$ cat src/rtl/riscv_execute_if.sv
// Execute-stage bus: ID/EX inputs, forwarding sources, redirect/stall and EX/MEM outputs.
interface riscv_execute_if #(
    parameter int unsigned XLEN = 32
);
    // ID/EX register contents
    logic            i_valid_e;
    logic            i_reg_write_e;
    logic [1:0]      i_result_src_e;
    logic            i_mem_write_e;
    logic            i_branch_e;
    logic            i_jump_e;
    logic            i_jalr_e;
    logic            i_alu_src_e;
    logic [3:0]      i_alu_ctrl_e;
    logic [2:0]      i_funct3_e;
    logic [3:0]      i_byte_sel_e;
    logic [XLEN-1:0] i_rd1_e;
    logic [XLEN-1:0] i_rd2_e;
    logic [XLEN-1:0] i_pc_e;
    logic [XLEN-1:0] i_pc_plus_4e;
    logic [XLEN-1:0] i_ext_imm_e;
    logic [4:0]      i_rd_e;

    // Forwarding selects and sources
    logic [1:0]      i_forward_a_e;
    logic [1:0]      i_forward_b_e;
    logic [XLEN-1:0] i_alu_result_fwd_m;
    logic [XLEN-1:0] i_result_w;

    // Hazard / redirect
    logic            o_stall_e;
    logic            o_pc_src_e;
    logic [XLEN-1:0] o_pc_target_e;

    // EX/MEM register contents
    logic            o_reg_write_m;
    logic [1:0]      o_result_src_m;
    logic            o_mem_write_m;
    logic [XLEN-1:0] o_alu_result_m;
    logic [XLEN-1:0] o_write_data_m;
    logic [4:0]      o_rd_m;
    logic [XLEN-1:0] o_pc_plus_4m;
    logic [XLEN-1:0] o_ext_imm_m;
    logic [2:0]      o_funct3_m;
    logic [3:0]      o_byte_sel_m;

    modport master (
        output i_valid_e, i_reg_write_e, i_result_src_e, i_mem_write_e,
               i_branch_e, i_jump_e, i_jalr_e, i_alu_src_e, i_alu_ctrl_e,
               i_funct3_e, i_byte_sel_e, i_rd1_e, i_rd2_e, i_pc_e,
               i_pc_plus_4e, i_ext_imm_e, i_rd_e, i_forward_a_e,
               i_forward_b_e, i_alu_result_fwd_m, i_result_w,
        input  o_stall_e, o_pc_src_e, o_pc_target_e, o_reg_write_m,
               o_result_src_m, o_mem_write_m, o_alu_result_m, o_write_data_m,
               o_rd_m, o_pc_plus_4m, o_ext_imm_m, o_funct3_m, o_byte_sel_m
    );

    modport slave (
        input  i_valid_e, i_reg_write_e, i_result_src_e, i_mem_write_e,
               i_branch_e, i_jump_e, i_jalr_e, i_alu_src_e, i_alu_ctrl_e,
               i_funct3_e, i_byte_sel_e, i_rd1_e, i_rd2_e, i_pc_e,
               i_pc_plus_4e, i_ext_imm_e, i_rd_e, i_forward_a_e,
               i_forward_b_e, i_alu_result_fwd_m, i_result_w,
        output o_stall_e, o_pc_src_e, o_pc_target_e, o_reg_write_m,
               o_result_src_m, o_mem_write_m, o_alu_result_m, o_write_data_m,
               o_rd_m, o_pc_plus_4m, o_ext_imm_m, o_funct3_m, o_byte_sel_m
    );
endinterface

$ cat src/rtl/riscv_execute.sv
// RV32 execute stage: forwarding, ALU, branch resolution, iterative divider, EX/MEM register.
module riscv_execute #(
    parameter int unsigned XLEN = 32
) (
    input  logic            i_clk,
    input  logic            i_rstn,
    riscv_execute_if.slave  bus
);
    localparam int unsigned CNT_W = 5;

    typedef enum logic [1:0] {
        IDLE = 2'b00,
        BUSY = 2'b01,
        DONE = 2'b10
    } div_state_t;

    div_state_t state, state_next;

    logic [XLEN-1:0]  src_a, src_b, write_data, alu_result;
    logic             cond;
    logic             is_div, div_valid, op_signed, op_rem;
    logic [XLEN-1:0]  abs_a, abs_b;

    logic [CNT_W-1:0] cnt;
    logic [XLEN-1:0]  quo_q, rem_q, dvs_q, dividend_q;
    logic             rem_sel_q, neg_q_q, neg_r_q, div_zero_q;
    logic [XLEN:0]    rem_shift, diff;
    logic [XLEN-1:0]  div_result;

    // Forwarding muxes for both operands
    always_comb begin
        src_a = bus.i_rd1_e;
        write_data = bus.i_rd2_e;
        case (bus.i_forward_a_e)
            2'b01:   src_a = bus.i_result_w;
            2'b10:   src_a = bus.i_alu_result_fwd_m;
            default: src_a = bus.i_rd1_e;
        endcase
        case (bus.i_forward_b_e)
            2'b01:   write_data = bus.i_result_w;
            2'b10:   write_data = bus.i_alu_result_fwd_m;
            default: write_data = bus.i_rd2_e;
        endcase
    end

    assign src_b = bus.i_alu_src_e ? bus.i_ext_imm_e : write_data;

    // Single-cycle ALU; divide ops produce nothing here (handled by the divider)
    always_comb begin
        alu_result = '0;
        case (bus.i_alu_ctrl_e)
            4'd0:    alu_result = src_a + src_b;
            4'd1:    alu_result = src_a - src_b;
            4'd2:    alu_result = src_a & src_b;
            4'd3:    alu_result = src_a | src_b;
            4'd4:    alu_result = src_a ^ src_b;
            4'd5:    alu_result = XLEN'($signed(src_a) < $signed(src_b));
            4'd6:    alu_result = XLEN'(src_a < src_b);
            4'd7:    alu_result = src_a << src_b[4:0];
            4'd8:    alu_result = src_a >> src_b[4:0];
            4'd9:    alu_result = $unsigned($signed(src_a) >>> src_b[4:0]);
            default: alu_result = '0;
        endcase
    end

    // Branch condition from funct3, compared on forwarded rs1/rs2
    always_comb begin
        cond = 1'b0;
        case (bus.i_funct3_e)
            3'b000:  cond = (src_a == write_data);
            3'b001:  cond = (src_a != write_data);
            3'b100:  cond = ($signed(src_a) < $signed(write_data));
            3'b101:  cond = ($signed(src_a) >= $signed(write_data));
            3'b110:  cond = (src_a < write_data);
            3'b111:  cond = (src_a >= write_data);
            default: cond = 1'b0;
        endcase
    end

    assign bus.o_pc_src_e    = bus.i_valid_e & (bus.i_jump_e | (bus.i_branch_e & cond));
    assign bus.o_pc_target_e = bus.i_jalr_e ? ((src_a + bus.i_ext_imm_e) & ~XLEN'(1))
                                            : (bus.i_pc_e + bus.i_ext_imm_e);

    assign is_div    = (bus.i_alu_ctrl_e >= 4'd10) && (bus.i_alu_ctrl_e <= 4'd13);
    assign div_valid = bus.i_valid_e & is_div;
    assign op_signed = (bus.i_alu_ctrl_e == 4'd10) || (bus.i_alu_ctrl_e == 4'd12);
    assign op_rem    = (bus.i_alu_ctrl_e == 4'd12) || (bus.i_alu_ctrl_e == 4'd13);
    assign abs_a     = (op_signed && src_a[XLEN-1]) ? (~src_a + XLEN'(1)) : src_a;
    assign abs_b     = (op_signed && src_b[XLEN-1]) ? (~src_b + XLEN'(1)) : src_b;

    // Stall drops with reset so the hazard unit releases at once
    assign bus.o_stall_e = i_rstn & div_valid & (state != DONE);

    // Divider state register
    always_ff @(posedge i_clk or negedge i_rstn) begin
        if (!i_rstn) state <= IDLE;
        else         state <= state_next;
    end

    // Divider next-state logic
    always_comb begin
        state_next = state;
        case (state)
            IDLE:    if (div_valid) state_next = BUSY;
            BUSY:    if (cnt == '1) state_next = DONE;
            DONE:    state_next = IDLE;
            default: state_next = IDLE;
        endcase
    end

    // One restoring shift/subtract step
    assign rem_shift = {rem_q, quo_q[XLEN-1]};
    assign diff      = rem_shift - {1'b0, dvs_q};

    // Divider datapath: latch operands on issue, iterate while busy
    always_ff @(posedge i_clk or negedge i_rstn) begin
        if (!i_rstn) begin
            cnt        <= '0;
            quo_q      <= '0;
            rem_q      <= '0;
            dvs_q      <= '0;
            dividend_q <= '0;
            rem_sel_q  <= 1'b0;
            neg_q_q    <= 1'b0;
            neg_r_q    <= 1'b0;
            div_zero_q <= 1'b0;
        end else if (state == IDLE && div_valid) begin
            cnt        <= '0;
            quo_q      <= abs_a;
            rem_q      <= '0;
            dvs_q      <= abs_b;
            dividend_q <= src_a;
            rem_sel_q  <= op_rem;
            neg_q_q    <= op_signed & (src_a[XLEN-1] ^ src_b[XLEN-1]);
            neg_r_q    <= op_signed & src_a[XLEN-1];
            div_zero_q <= (src_b == '0);
        end else if (state == BUSY) begin
            cnt   <= cnt + CNT_W'(1);
            quo_q <= {quo_q[XLEN-2:0], ~diff[XLEN]};
            rem_q <= diff[XLEN] ? rem_shift[XLEN-1:0] : diff[XLEN-1:0];
        end
    end

    // Final divide result with zero-divisor handling and sign fix-up
    always_comb begin
        div_result = '0;
        if (div_zero_q)
            div_result = rem_sel_q ? dividend_q : '1;
        else if (rem_sel_q)
            div_result = neg_r_q ? (~rem_q + XLEN'(1)) : rem_q;
        else
            div_result = neg_q_q ? (~quo_q + XLEN'(1)) : quo_q;
    end

    // EX/MEM pipeline register; bubble while the divider holds the front end
    always_ff @(posedge i_clk or negedge i_rstn) begin
        if (!i_rstn) begin
            bus.o_reg_write_m  <= 1'b0;
            bus.o_result_src_m <= '0;
            bus.o_mem_write_m  <= 1'b0;
            bus.o_alu_result_m <= '0;
            bus.o_write_data_m <= '0;
            bus.o_rd_m         <= '0;
            bus.o_pc_plus_4m   <= '0;
            bus.o_ext_imm_m    <= '0;
            bus.o_funct3_m     <= '0;
            bus.o_byte_sel_m   <= '0;
        end else if (bus.o_stall_e) begin
            bus.o_reg_write_m  <= 1'b0;
            bus.o_result_src_m <= '0;
            bus.o_mem_write_m  <= 1'b0;
            bus.o_alu_result_m <= '0;
            bus.o_write_data_m <= '0;
            bus.o_rd_m         <= '0;
            bus.o_pc_plus_4m   <= '0;
            bus.o_ext_imm_m    <= '0;
            bus.o_funct3_m     <= '0;
            bus.o_byte_sel_m   <= '0;
        end else begin
            bus.o_reg_write_m  <= bus.i_reg_write_e;
            bus.o_result_src_m <= bus.i_result_src_e;
            bus.o_mem_write_m  <= bus.i_mem_write_e;
            bus.o_alu_result_m <= (state == DONE) ? div_result : alu_result;
            bus.o_write_data_m <= write_data;
            bus.o_rd_m         <= bus.i_rd_e;
            bus.o_pc_plus_4m   <= bus.i_pc_plus_4e;
            bus.o_ext_imm_m    <= bus.i_ext_imm_e;
            bus.o_funct3_m     <= bus.i_funct3_e;
            bus.o_byte_sel_m   <= bus.i_byte_sel_e;
        end
    end
endmodule

$ cat src/flat_wrapper.sv
// flat-port wrapper written by rule: the top's interface ports become plain ports
module riscv_execute_flat 
#(
    parameter int unsigned XLEN = 32
)
  (i_clk, i_rstn, bus_i_valid_e, bus_i_reg_write_e, bus_i_result_src_e, bus_i_mem_write_e, bus_i_branch_e, bus_i_jump_e, bus_i_jalr_e, bus_i_alu_src_e, bus_i_alu_ctrl_e, bus_i_funct3_e, bus_i_byte_sel_e, bus_i_rd1_e, bus_i_rd2_e, bus_i_pc_e, bus_i_pc_plus_4e, bus_i_ext_imm_e, bus_i_rd_e, bus_i_forward_a_e, bus_i_forward_b_e, bus_i_alu_result_fwd_m, bus_i_result_w, bus_o_stall_e, bus_o_pc_src_e, bus_o_pc_target_e, bus_o_reg_write_m, bus_o_result_src_m, bus_o_mem_write_m, bus_o_alu_result_m, bus_o_write_data_m, bus_o_rd_m, bus_o_pc_plus_4m, bus_o_ext_imm_m, bus_o_funct3_m, bus_o_byte_sel_m);
  riscv_execute_if #(.XLEN(XLEN)) bus_i ();
  input  logic i_clk;
  input  logic i_rstn;
  input wire logic [$bits(bus_i.i_valid_e)-1:0] bus_i_valid_e;
  input wire logic [$bits(bus_i.i_reg_write_e)-1:0] bus_i_reg_write_e;
  input wire logic [$bits(bus_i.i_result_src_e)-1:0] bus_i_result_src_e;
  input wire logic [$bits(bus_i.i_mem_write_e)-1:0] bus_i_mem_write_e;
  input wire logic [$bits(bus_i.i_branch_e)-1:0] bus_i_branch_e;
  input wire logic [$bits(bus_i.i_jump_e)-1:0] bus_i_jump_e;
  input wire logic [$bits(bus_i.i_jalr_e)-1:0] bus_i_jalr_e;
  input wire logic [$bits(bus_i.i_alu_src_e)-1:0] bus_i_alu_src_e;
  input wire logic [$bits(bus_i.i_alu_ctrl_e)-1:0] bus_i_alu_ctrl_e;
  input wire logic [$bits(bus_i.i_funct3_e)-1:0] bus_i_funct3_e;
  input wire logic [$bits(bus_i.i_byte_sel_e)-1:0] bus_i_byte_sel_e;
  input wire logic [$bits(bus_i.i_rd1_e)-1:0] bus_i_rd1_e;
  input wire logic [$bits(bus_i.i_rd2_e)-1:0] bus_i_rd2_e;
  input wire logic [$bits(bus_i.i_pc_e)-1:0] bus_i_pc_e;
  input wire logic [$bits(bus_i.i_pc_plus_4e)-1:0] bus_i_pc_plus_4e;
  input wire logic [$bits(bus_i.i_ext_imm_e)-1:0] bus_i_ext_imm_e;
  input wire logic [$bits(bus_i.i_rd_e)-1:0] bus_i_rd_e;
  input wire logic [$bits(bus_i.i_forward_a_e)-1:0] bus_i_forward_a_e;
  input wire logic [$bits(bus_i.i_forward_b_e)-1:0] bus_i_forward_b_e;
  input wire logic [$bits(bus_i.i_alu_result_fwd_m)-1:0] bus_i_alu_result_fwd_m;
  input wire logic [$bits(bus_i.i_result_w)-1:0] bus_i_result_w;
  output wire logic [$bits(bus_i.o_stall_e)-1:0] bus_o_stall_e;
  output wire logic [$bits(bus_i.o_pc_src_e)-1:0] bus_o_pc_src_e;
  output wire logic [$bits(bus_i.o_pc_target_e)-1:0] bus_o_pc_target_e;
  output wire logic [$bits(bus_i.o_reg_write_m)-1:0] bus_o_reg_write_m;
  output wire logic [$bits(bus_i.o_result_src_m)-1:0] bus_o_result_src_m;
  output wire logic [$bits(bus_i.o_mem_write_m)-1:0] bus_o_mem_write_m;
  output wire logic [$bits(bus_i.o_alu_result_m)-1:0] bus_o_alu_result_m;
  output wire logic [$bits(bus_i.o_write_data_m)-1:0] bus_o_write_data_m;
  output wire logic [$bits(bus_i.o_rd_m)-1:0] bus_o_rd_m;
  output wire logic [$bits(bus_i.o_pc_plus_4m)-1:0] bus_o_pc_plus_4m;
  output wire logic [$bits(bus_i.o_ext_imm_m)-1:0] bus_o_ext_imm_m;
  output wire logic [$bits(bus_i.o_funct3_m)-1:0] bus_o_funct3_m;
  output wire logic [$bits(bus_i.o_byte_sel_m)-1:0] bus_o_byte_sel_m;
  assign bus_i.i_valid_e = bus_i_valid_e;
  assign bus_i.i_reg_write_e = bus_i_reg_write_e;
  assign bus_i.i_result_src_e = bus_i_result_src_e;
  assign bus_i.i_mem_write_e = bus_i_mem_write_e;
  assign bus_i.i_branch_e = bus_i_branch_e;
  assign bus_i.i_jump_e = bus_i_jump_e;
  assign bus_i.i_jalr_e = bus_i_jalr_e;
  assign bus_i.i_alu_src_e = bus_i_alu_src_e;
  assign bus_i.i_alu_ctrl_e = bus_i_alu_ctrl_e;
  assign bus_i.i_funct3_e = bus_i_funct3_e;
  assign bus_i.i_byte_sel_e = bus_i_byte_sel_e;
  assign bus_i.i_rd1_e = bus_i_rd1_e;
  assign bus_i.i_rd2_e = bus_i_rd2_e;
  assign bus_i.i_pc_e = bus_i_pc_e;
  assign bus_i.i_pc_plus_4e = bus_i_pc_plus_4e;
  assign bus_i.i_ext_imm_e = bus_i_ext_imm_e;
  assign bus_i.i_rd_e = bus_i_rd_e;
  assign bus_i.i_forward_a_e = bus_i_forward_a_e;
  assign bus_i.i_forward_b_e = bus_i_forward_b_e;
  assign bus_i.i_alu_result_fwd_m = bus_i_alu_result_fwd_m;
  assign bus_i.i_result_w = bus_i_result_w;
  assign bus_o_stall_e = bus_i.o_stall_e;
  assign bus_o_pc_src_e = bus_i.o_pc_src_e;
  assign bus_o_pc_target_e = bus_i.o_pc_target_e;
  assign bus_o_reg_write_m = bus_i.o_reg_write_m;
  assign bus_o_result_src_m = bus_i.o_result_src_m;
  assign bus_o_mem_write_m = bus_i.o_mem_write_m;
  assign bus_o_alu_result_m = bus_i.o_alu_result_m;
  assign bus_o_write_data_m = bus_i.o_write_data_m;
  assign bus_o_rd_m = bus_i.o_rd_m;
  assign bus_o_pc_plus_4m = bus_i.o_pc_plus_4m;
  assign bus_o_ext_imm_m = bus_i.o_ext_imm_m;
  assign bus_o_funct3_m = bus_i.o_funct3_m;
  assign bus_o_byte_sel_m = bus_i.o_byte_sel_m;
  riscv_execute #(.XLEN(XLEN)) u_core (.i_clk(i_clk), .i_rstn(i_rstn), .bus(bus_i));
endmodule
$ cat config.mk
export PLATFORM = sky130hd
export DESIGN_NAME = riscv_execute_flat
export DESIGN_NICKNAME = d
export VERILOG_FILES = /design/src/rtl/riscv_execute_if.sv /design/src/rtl/riscv_execute.sv /design/src/flat_wrapper.sv
export SDC_FILE = /design/constraint.sdc
export NUM_CORES = 2
export LEC_CHECK = 0
export CAP_MARGIN = 20
export CORE_ASPECT_RATIO = 0.7
export CORE_MARGIN = 2
export CORE_UTILIZATION = 40
export DETAILED_ROUTE_END_ITERATION = 10
export GPL_TIMING_DRIVEN = 0
export PLACE_DENSITY = 0.6
export REMOVE_ABC_BUFFERS = 1
export SLEW_MARGIN = 20
export SYNTH_ARGS = -nofsm -noshare
export SYNTH_HDL_FRONTEND = slang
export SYNTH_SLANG_ARGS = --single-unit
$ cat constraint.sdc
create_clock -name i_clk -period 9.99 [get_ports i_clk]
set_clock_uncertainty 0.15 [all_clocks]
set_input_delay 1.998 -clock i_clk [delete_from_list [all_inputs] [get_ports i_clk]]
set_output_delay 1.998 -clock i_clk [all_outputs]
set_load 0.1 [all_outputs]
# After elaboration in Yosys (flattened, before gate mapping)
# Index checks and enable logic that the tools add are counted.
dict set report word_totals {
  register_bits 283
}
dict set report op_classes {
  add_sub_neg 10
  magnitude_cmp 8
  n_eq_ne 29
  shifts 3
  muxes 34
  bitwise_logic 17
  reduce_logical 12
}
# op count
set op_table {}
lappend op_table {{32-bit 2-to-1 mux} 19}
lappend op_table {{32-bit case mux with 10 select lines} 1}
lappend op_table {{32-bit by 1-bit adder with 32-bit output, second input constant} 4}
lappend op_table {{32-bit < comparator} 4}
lappend op_table {{32-bit NOT} 4}
lappend op_table {{32-bit case mux with 2 select lines} 2}
lappend op_table {{32-bit adder} 3}
lappend op_table {{32-bit >= comparator} 2}
lappend op_table {{33-bit by 32-bit subtractor with 33-bit output} 1}
lappend op_table {{32-bit AND} 1}
lappend op_table {{32-bit == test} 1}
lappend op_table {{32-bit logical NOT} 1}
lappend op_table {{32-bit inequality test} 1}
lappend op_table {{32-bit OR} 1}
lappend op_table {{32-bit by 5-bit left shift with 32-bit output} 1}
lappend op_table {{32-bit by 5-bit >> shifter with 32-bit output} 1}
lappend op_table {{32-bit by 5-bit >>> shifter with 32-bit output} 1}
lappend op_table {{32-bit subtractor} 1}
lappend op_table {{32-bit XOR} 1}
lappend op_table {{4-bit == test, second input constant} 5}
lappend op_table {{4-bit by 3-bit == test with 1-bit output, second input constant} 4}
lappend op_table {{5-bit 2-to-1 mux} 3}
lappend op_table {{3-bit == test, second input constant} 4}
lappend op_table {{4-bit by 2-bit == test with 1-bit output, second input constant} 2}
lappend op_table {{other kinds (27)} 45}

# Depth between registers and ports, before layout
dict set report depth {
  depth_word 7
  mapped_depth 24
}

# Worst setup path after synthesis
# No wires, ideal clock.
dict set report synth_timing {
  kind {input to output}
  start {in bus_i_forward_a_e[0]}
  end {out bus_o_pc_src_e}
  arrival_time_ps 8706
  required_ps 7842
  slack_ps -864
  cell_stages 17
  n_path_buf 5
  cell_sequence {inv_1 ha_1 buf_2 buf_4 buf_6 buf_2 o21ai_1 clkbuf_1 ha_1 nand4_1 nor2_1 o2111ai_1 or4_1 o311ai_0 mux2i_1 o31a_1 o41ai_1}
}
dict set report synth_via {
  elab_chain_cells 7
  elab_cells_between_ends 13
  classes_between {order compare (4); eq/ne (4); mux (2); bitwise (3)}
}
# element line_no
set synth_lines {}
lappend synth_lines {{start, declared} flat_wrapper.sv:27} ;# input wire logic [$bits(bus_i.i_forward_a_e)-1:0] bus_i_forward_a_e;
lappend synth_lines {{2-bit == test or 2-bit by 1-bit == test with 1-bit output (tied branches)} riscv_execute.sv:34} ;# case (bus.i_forward_a_e)
lappend synth_lines {{32-bit case mux with 2 select lines (*)} riscv_execute.sv:34}
lappend synth_lines {{via u_core.src_a[31]} riscv_execute.sv:19} ;# logic [XLEN-1:0] src_a, src_b, write_data, alu_result;
lappend synth_lines {{32-bit >= comparator (tied with other cells)} riscv_execute.sv:75} ;# 3'b111: cond = (src_a >= write_data);
lappend synth_lines {{1-bit case mux with 6 select lines (*)} riscv_execute.sv:69} ;# case (bus.i_funct3_e)
lappend synth_lines {{1-bit AND (*)} riscv_execute.sv:80} ;# assign bus.o_pc_src_e = bus.i_valid_e & (bus.i_jump_e | (bus.i_branch_e & cond));
lappend synth_lines {{1-bit OR (*)} riscv_execute.sv:80}
lappend synth_lines {{1-bit AND (*)} riscv_execute.sv:80}
lappend synth_lines {{end, declared} flat_wrapper.sv:32} ;# output wire logic [$bits(bus_i.o_pc_src_e)-1:0] bus_o_pc_src_e;
# Mark *: on every way through the listed nets, which the timed path passes. The rest lies on a longest branch.

# Worst setup path in the final report
dict set report layout_timing {
  start {in bus_i_forward_a_e[0]}
  end {out bus_o_pc_target_e[29]}
}
dict set report layout_via {
  elab_chain_cells 4
  elab_cells_between_ends 5
  classes_between {add/sub (1); eq/ne (2); mux (2)}
}
# element line_no
set layout_lines {}
lappend layout_lines {{2-bit == test or 2-bit by 1-bit == test with 1-bit output (tied branches)} riscv_execute.sv:34}
lappend layout_lines {{32-bit case mux with 2 select lines (*)} riscv_execute.sv:34}
lappend layout_lines {{via u_core.src_a[6]} riscv_execute.sv:19}
lappend layout_lines {{32-bit adder (*)} riscv_execute.sv:81} ;# assign bus.o_pc_target_e = bus.i_jalr_e ? ((src_a + bus.i_ext_imm_e) & ~XLEN'(1))
lappend layout_lines {{32-bit 2-to-1 mux (*)} riscv_execute.sv:81}
lappend layout_lines {{end, declared} flat_wrapper.sv:33} ;# output wire logic [$bits(bus_i.o_pc_target_e)-1:0] bus_o_pc_target_e;
# Marked as above.

==> flow_summary.rst <==
.. list-table::
   :header-rows: 1

   * - Metric
     - Value
   * - Final wirelength
     - 134000 um
   * - CP required
     - 7.84 ns
   * - Highest clock frequency the design can meet
     - 101 MHz
   * - Starting density of the core
     - 0.405
   * - Synthesized cell area
     - 29100 um2
   * - Synthesized area per cell
     - 7.72 um2
   * - TritonCTS clock tree
     - yes
   * - Gr ovfl total
     - 0
   * - Peak ir drop on the vdd network
     - 0.000236 V
   * - Cells after Synth
     - 3765
   * - Global-route wire length before repair
     - 196000 um
   * - Clock network latency to the later pin of the worst-skew pair
     - 0.58 ns
   * - Ratio of cells with drive above 1 in the final layout
     - 0.0551
   * - Die Outline Area
     - 74900 um2
   * - Max-capacitance violation count
     - 0
   * - Via count of the first global-routing pass
     - 28445
   * - R2R depth
     - 16
   * - Drc violations
     - 0
   * - Clock Sink Count
     - 283
   * - Global-route total usage across every layer
     - 0.346
   * - Setup violations, final
     - 0
   * - Setup repair after global routing missed its margin
     - false
   * - Routability-driven placement congestion ratio
     - 1.09
   * - Cell-by-cell listing of the critical path
     - clkdlybuf4s50_1 > inv_1 > ha_4 > buf_16 > o21a_2 > inv_2 > ha_1 > a21o_1 > a21o_1 > a21o_1 > a21o_1 > a221o_1 > a41oi_2 > nor3b_1 > a311oi_1 > xor2_1 > a21oi_1 > a311o_1 > clkdlybuf4s15_2
   * - Minimum clock period after layout
     - 9.87 ns
   * - Hpwl dp
     - 106000 um
   * - Critical Path Start Type
     - primary input
   * - Power density of the placed cells
     - 233 nW/um2
   * - Post-CTS Hold Buffers
     - 0
   * - Layout Area Growth over Synthesis
     - 23.2%
   * - Placed Instance Area
     - 34600 um2
   * - Detailed Routing Iterations Pass 1
     - 6
   * - Maximum count of clock buffers along a single path
     - 3
   * - Summed negative setup slack over all endpoints
     - 0 ns
   * - H-tree lvl count
     - 2
   * - CP delay by family, top
     - compound AO/OA/AOI/OAI gates
   * - Post-synth ARST share
     - 1.00
   * - Post-synth top flop
     - sky130_fd_sc_hd__dfrtp_1
   * - Number of warnings reported in the yosys synthesis log
     - 0
   * - Die outline height
     - 230 um
   * - Clock Root Buffer
     - sky130_fd_sc_hd__clkbuf_16
   * - Biggest cell delay along the critical path
     - 0.50 ns
   * - Standby leakage power
     - 14.9 nW
   * - Share of synthesized area occupied by flip-flops and latches
     - 0.244
   * - Type of the worst setup path
     - primary input to output pin
   * - Fill cell instance count of the final layout
     - 7032
   * - Routed len/inst
     - 26.5 um
   * - DRC marker count from the first detailed-route iteration
     - 4348
   * - Via count
     - 31553
   * - Relative slew margins
     - 0.153
   * - Via-to-Cell Ratio
     - 6.27
   * - Number of antenna violations at the first check in global routing
     - 5
   * - Port Buf Inserts
     - 432
   * - Number of ports placed on the die boundary
     - 433
   * - Hold Path Cell Cnt
     - 2
   * - Slowest cell on the critical path
     - sky130_fd_sc_hd__clkdlybuf4s50_1
   * - Actual slew at the worst max-slew pin
     - 1.27 ns
   * - Die span in x
     - 326 um
   * - Largest net degree at the start of global routing
     - 92
   * - Flip-flop and latch count after synthesis
     - 283
   * - Path category of the worst min-delay check
     - flop to flop
   * - Setup bufs post-CTS
     - 0
   * - TritonCTS buffer count
     - 34
   * - Maximum fanout count along the critical path
     - 64
   * - Net total in the final layout
     - 4515
   * - Kind of end point of the critical path
     - output pin
   * - Worst path arrival time
     - 7.72 ns
   * - Status
     - completed
   * - CP dominant cell by count
     - sky130_fd_sc_hd__a21o_1
   * - Final period util
     - 0.987
   * - Total count of max-transition violations in the final report
     - 0
   * - Final Core Density
     - 0.499
   * - Buf+Inv Stages, Crit Path
     - 5
   * - Crit. path cell count
     - 19
   * - Area of the core region
     - 71700 um2
   * - Final hold violation count
     - 0
   * - Final cell area excluding filler cells
     - 35800 um2
   * - Number of placement rows
     - 82
   * - Number of nets with antenna violations after detailed routing
     - 0
   * - Number of enable flip-flop cells after synthesis
     - 0
   * - Synth unique cells
     - 96
   * - Clock-pin slew on the worst setup and hold paths
     - 0.06 ns
tightest hold or removal path: cells and delay by family, from the launching register on:
| family | cells | cell delay (ns) |
|---|---|---|
| AND/OR/NAND/NOR | 1 | 0.04 |
| AO/OA/AOI/OAI | 1 | 0.06 |
| flip-flops | 1 | 0.34 |
power by group:
group / internal [mW] / switching [mW]
sequential: 1.49 / 0.393
clock: 0.748 / 0.552
combinational: 1.82 / 3.34
Yosys cell counts (10+ instances only):
cell / instances / share of area
sky130_fd_sc_hd__buf_1: 24 / 0.0031
sky130_fd_sc_hd__a21oi_1: 287 / 0.049
sky130_fd_sc_hd__a221oi_1: 55 / 0.017
sky130_fd_sc_hd__a311oi_1: 13 / 0.0039
sky130_fd_sc_hd__mux2i_1: 115 / 0.040
sky130_fd_sc_hd__nand2_1: 377 / 0.049
sky130_fd_sc_hd__inv_2: 17 / 0.0022
sky130_fd_sc_hd__nor2b_1: 28 / 0.0060
sky130_fd_sc_hd__dfrtp_1: 283 / 0.24
sky130_fd_sc_hd__xor2_1: 81 / 0.024
sky130_fd_sc_hd__o21a_1: 38 / 0.0098
sky130_fd_sc_hd__a211o_1: 12 / 0.0036
sky130_fd_sc_hd__o211ai_1: 33 / 0.0085
sky130_fd_sc_hd__a221o_1: 44 / 0.015
sky130_fd_sc_hd__nor4_1: 20 / 0.0043
sky130_fd_sc_hd__o21bai_1: 24 / 0.0062
sky130_fd_sc_hd__or4_1: 11 / 0.0028
sky130_fd_sc_hd__buf_2: 41 / 0.0071
sky130_fd_sc_hd__o21ai_0: 305 / 0.053
sky130_fd_sc_hd__a21o_1: 84 / 0.022
sky130_fd_sc_hd__a211oi_1: 39 / 0.010
sky130_fd_sc_hd__a41oi_1: 10 / 0.0030
sky130_fd_sc_hd__or3_1: 27 / 0.0058
sky130_fd_sc_hd__ha_1: 215 / 0.093
sky130_fd_sc_hd__xnor2_1: 150 / 0.045
sky130_fd_sc_hd__nand4_1: 18 / 0.0039
sky130_fd_sc_hd__o31a_1: 11 / 0.0033
sky130_fd_sc_hd__a22oi_1: 57 / 0.015
sky130_fd_sc_hd__o22ai_1: 48 / 0.010
sky130_fd_sc_hd__nand2b_1: 43 / 0.0093
sky130_fd_sc_hd__and3_1: 30 / 0.0065
sky130_fd_sc_hd__nor2_1: 316 / 0.041
sky130_fd_sc_hd__and2_1: 96 / 0.021
sky130_fd_sc_hd__a31oi_1: 47 / 0.010
sky130_fd_sc_hd__o21ai_1: 54 / 0.0093
sky130_fd_sc_hd__a32oi_1: 23 / 0.0069
sky130_fd_sc_hd__nor3_1: 59 / 0.010
sky130_fd_sc_hd__clkbuf_1: 162 / 0.021
sky130_fd_sc_hd__o221ai_1: 15 / 0.0045
sky130_fd_sc_hd__o31ai_1: 53 / 0.014
sky130_fd_sc_hd__inv_1: 142 / 0.018
sky130_fd_sc_hd__nand3_1: 90 / 0.015
per-layer routing:
metal | track usage | vias up | routed length (um)
met5 | 0 | - | 13
met4 | 0.0685 | 2 | 2630
met3 | 0.105 | 178 | 16100
met2 | 0.475 | 1815 | 53000
met1 | 0.523 | 15177 | 61800
li1 | - | 14381 | -
sequential cells by signal, summed over array words and instances, names as in the netlist, 2 cells and up:
register	cells
u_core.bus.o_ext_imm_m	32
u_core.bus.o_byte_sel_m	4
u_core.bus.o_alu_result_m	32
u_core.bus.o_funct3_m	3
u_core.bus.o_rd_m	5
u_core.cnt	5
u_core.bus.o_result_src_m	2
u_core.rem_q	32
u_core.bus.o_write_data_m	32
u_core.dvs_q	32
u_core.bus.o_pc_plus_4m	32
u_core.quo_q	32
u_core.state	2
u_core.dividend_q	32
layout by cell type (no fill, tap or decap), types with 17 or more instances in the layout:
cell,n
sky130_fd_sc_hd__ha_1,211
sky130_fd_sc_hd__o21bai_1,24
sky130_fd_sc_hd__nand2b_1,43
sky130_fd_sc_hd__o211ai_1,33
sky130_fd_sc_hd__a31oi_1,44
sky130_fd_sc_hd__o21ai_1,48
sky130_fd_sc_hd__nand4_1,18
sky130_fd_sc_hd__dfrtp_1,279
sky130_fd_sc_hd__nor3_1,54
sky130_fd_sc_hd__inv_2,17
sky130_fd_sc_hd__nor2_1,307
sky130_fd_sc_hd__o22ai_1,48
sky130_fd_sc_hd__inv_1,140
sky130_fd_sc_hd__a21o_1,84
sky130_fd_sc_hd__clkdlybuf4s50_1,419
sky130_fd_sc_hd__nand3_1,88
sky130_fd_sc_hd__xor2_1,80
sky130_fd_sc_hd__a32oi_1,23
sky130_fd_sc_hd__nand2_1,375
sky130_fd_sc_hd__a211oi_1,39
sky130_fd_sc_hd__and3_1,30
sky130_fd_sc_hd__a22oi_1,57
sky130_fd_sc_hd__nor2b_1,28
sky130_fd_sc_hd__o21ai_0,302
sky130_fd_sc_hd__clkbuf_16,35
sky130_fd_sc_hd__or3_1,26
sky130_fd_sc_hd__xnor2_1,149
sky130_fd_sc_hd__mux2i_1,115
sky130_fd_sc_hd__o21a_1,35
sky130_fd_sc_hd__and2_1,97
sky130_fd_sc_hd__a21oi_1,286
sky130_fd_sc_hd__o31ai_1,52
sky130_fd_sc_hd__a221o_1,44
sky130_fd_sc_hd__nor4_1,19
sky130_fd_sc_hd__a221oi_1,55
cell type report:
type / instances / area, um2 / area share
multi-input cells: 3080 / 20600 / 0.576
diodes: 4 / 10.0 / 0.000279
well taps: 966 / 1210 / 0.0337
repair buffers: 477 / 5140 / 0.143
flip-flops and latches: 283 / 7090 / 0.198
clock inverters: 9 / 126 / 0.00353
inverters: 164 / 626 / 0.0175
clock buffers: 52 / 1000 / 0.0279
kinds of logic (layout without fill, tap and decap cells):
family | Yosys count | in the layout | synth area share
adders and majority gates | 224 | 224 | 0.0975
buffers and inverters | 402 | 702 | 0.0557
other | 0 | 4 | 0
AOI/OAI and AO/OA | 1341 | 1341 | 0.303
DFF | 283 | 283 | 0.244
xor gates and xnor gates | 231 | 231 | 0.0696
and+or+nand+nor | 1160 | 1160 | 0.186
muxes | 124 | 124 | 0.0443
timing repair:
item                                    4_1_cts  5_1_grt
pin swaps                                     0        0
resized for setup                            22        9
cloned                                        0        0
endpoints found under the setup margin        8       11
worst paths after layout:
kind,from,to,slack [ns]
min in group asynchronous,i_rstn,u_core.bus.o_ext_imm_m[3]$_DFF_PN0_,1.13
max in group asynchronous,i_rstn,u_core.neg_q_q$_DFFE_PN0P_,7.29
min,u_core.dividend_q[18]$_DFFE_PN0P_,u_core.dividend_q[18]$_DFFE_PN0P_,0.33
max reg2reg,u_core.quo_q[31]$_DFFE_PN0P_,u_core.rem_q[27]$_DFFE_PN0P_,4.54
max,bus_i_forward_a_e[0],bus_o_pc_target_e[29],0.12
min reg2reg,u_core.dividend_q[18]$_DFFE_PN0P_,u_core.dividend_q[18]$_DFFE_PN0P_,0.33
metrics by stage:
step,instances,hold WS (ns),power [mW],worst slack [ns]
CTS,5029,0.333,8.23,0.0235
floorplan,3527,0.295,5.26,-2.34
global placement,4925,0.310,6.74,-16.90
global route,5033,0.357,8.84,0.000983
detailed placement,4968,0.319,6.90,-0.611
finish,5035,0.326,8.34,0.125
(Power assumes the default switching activity.)
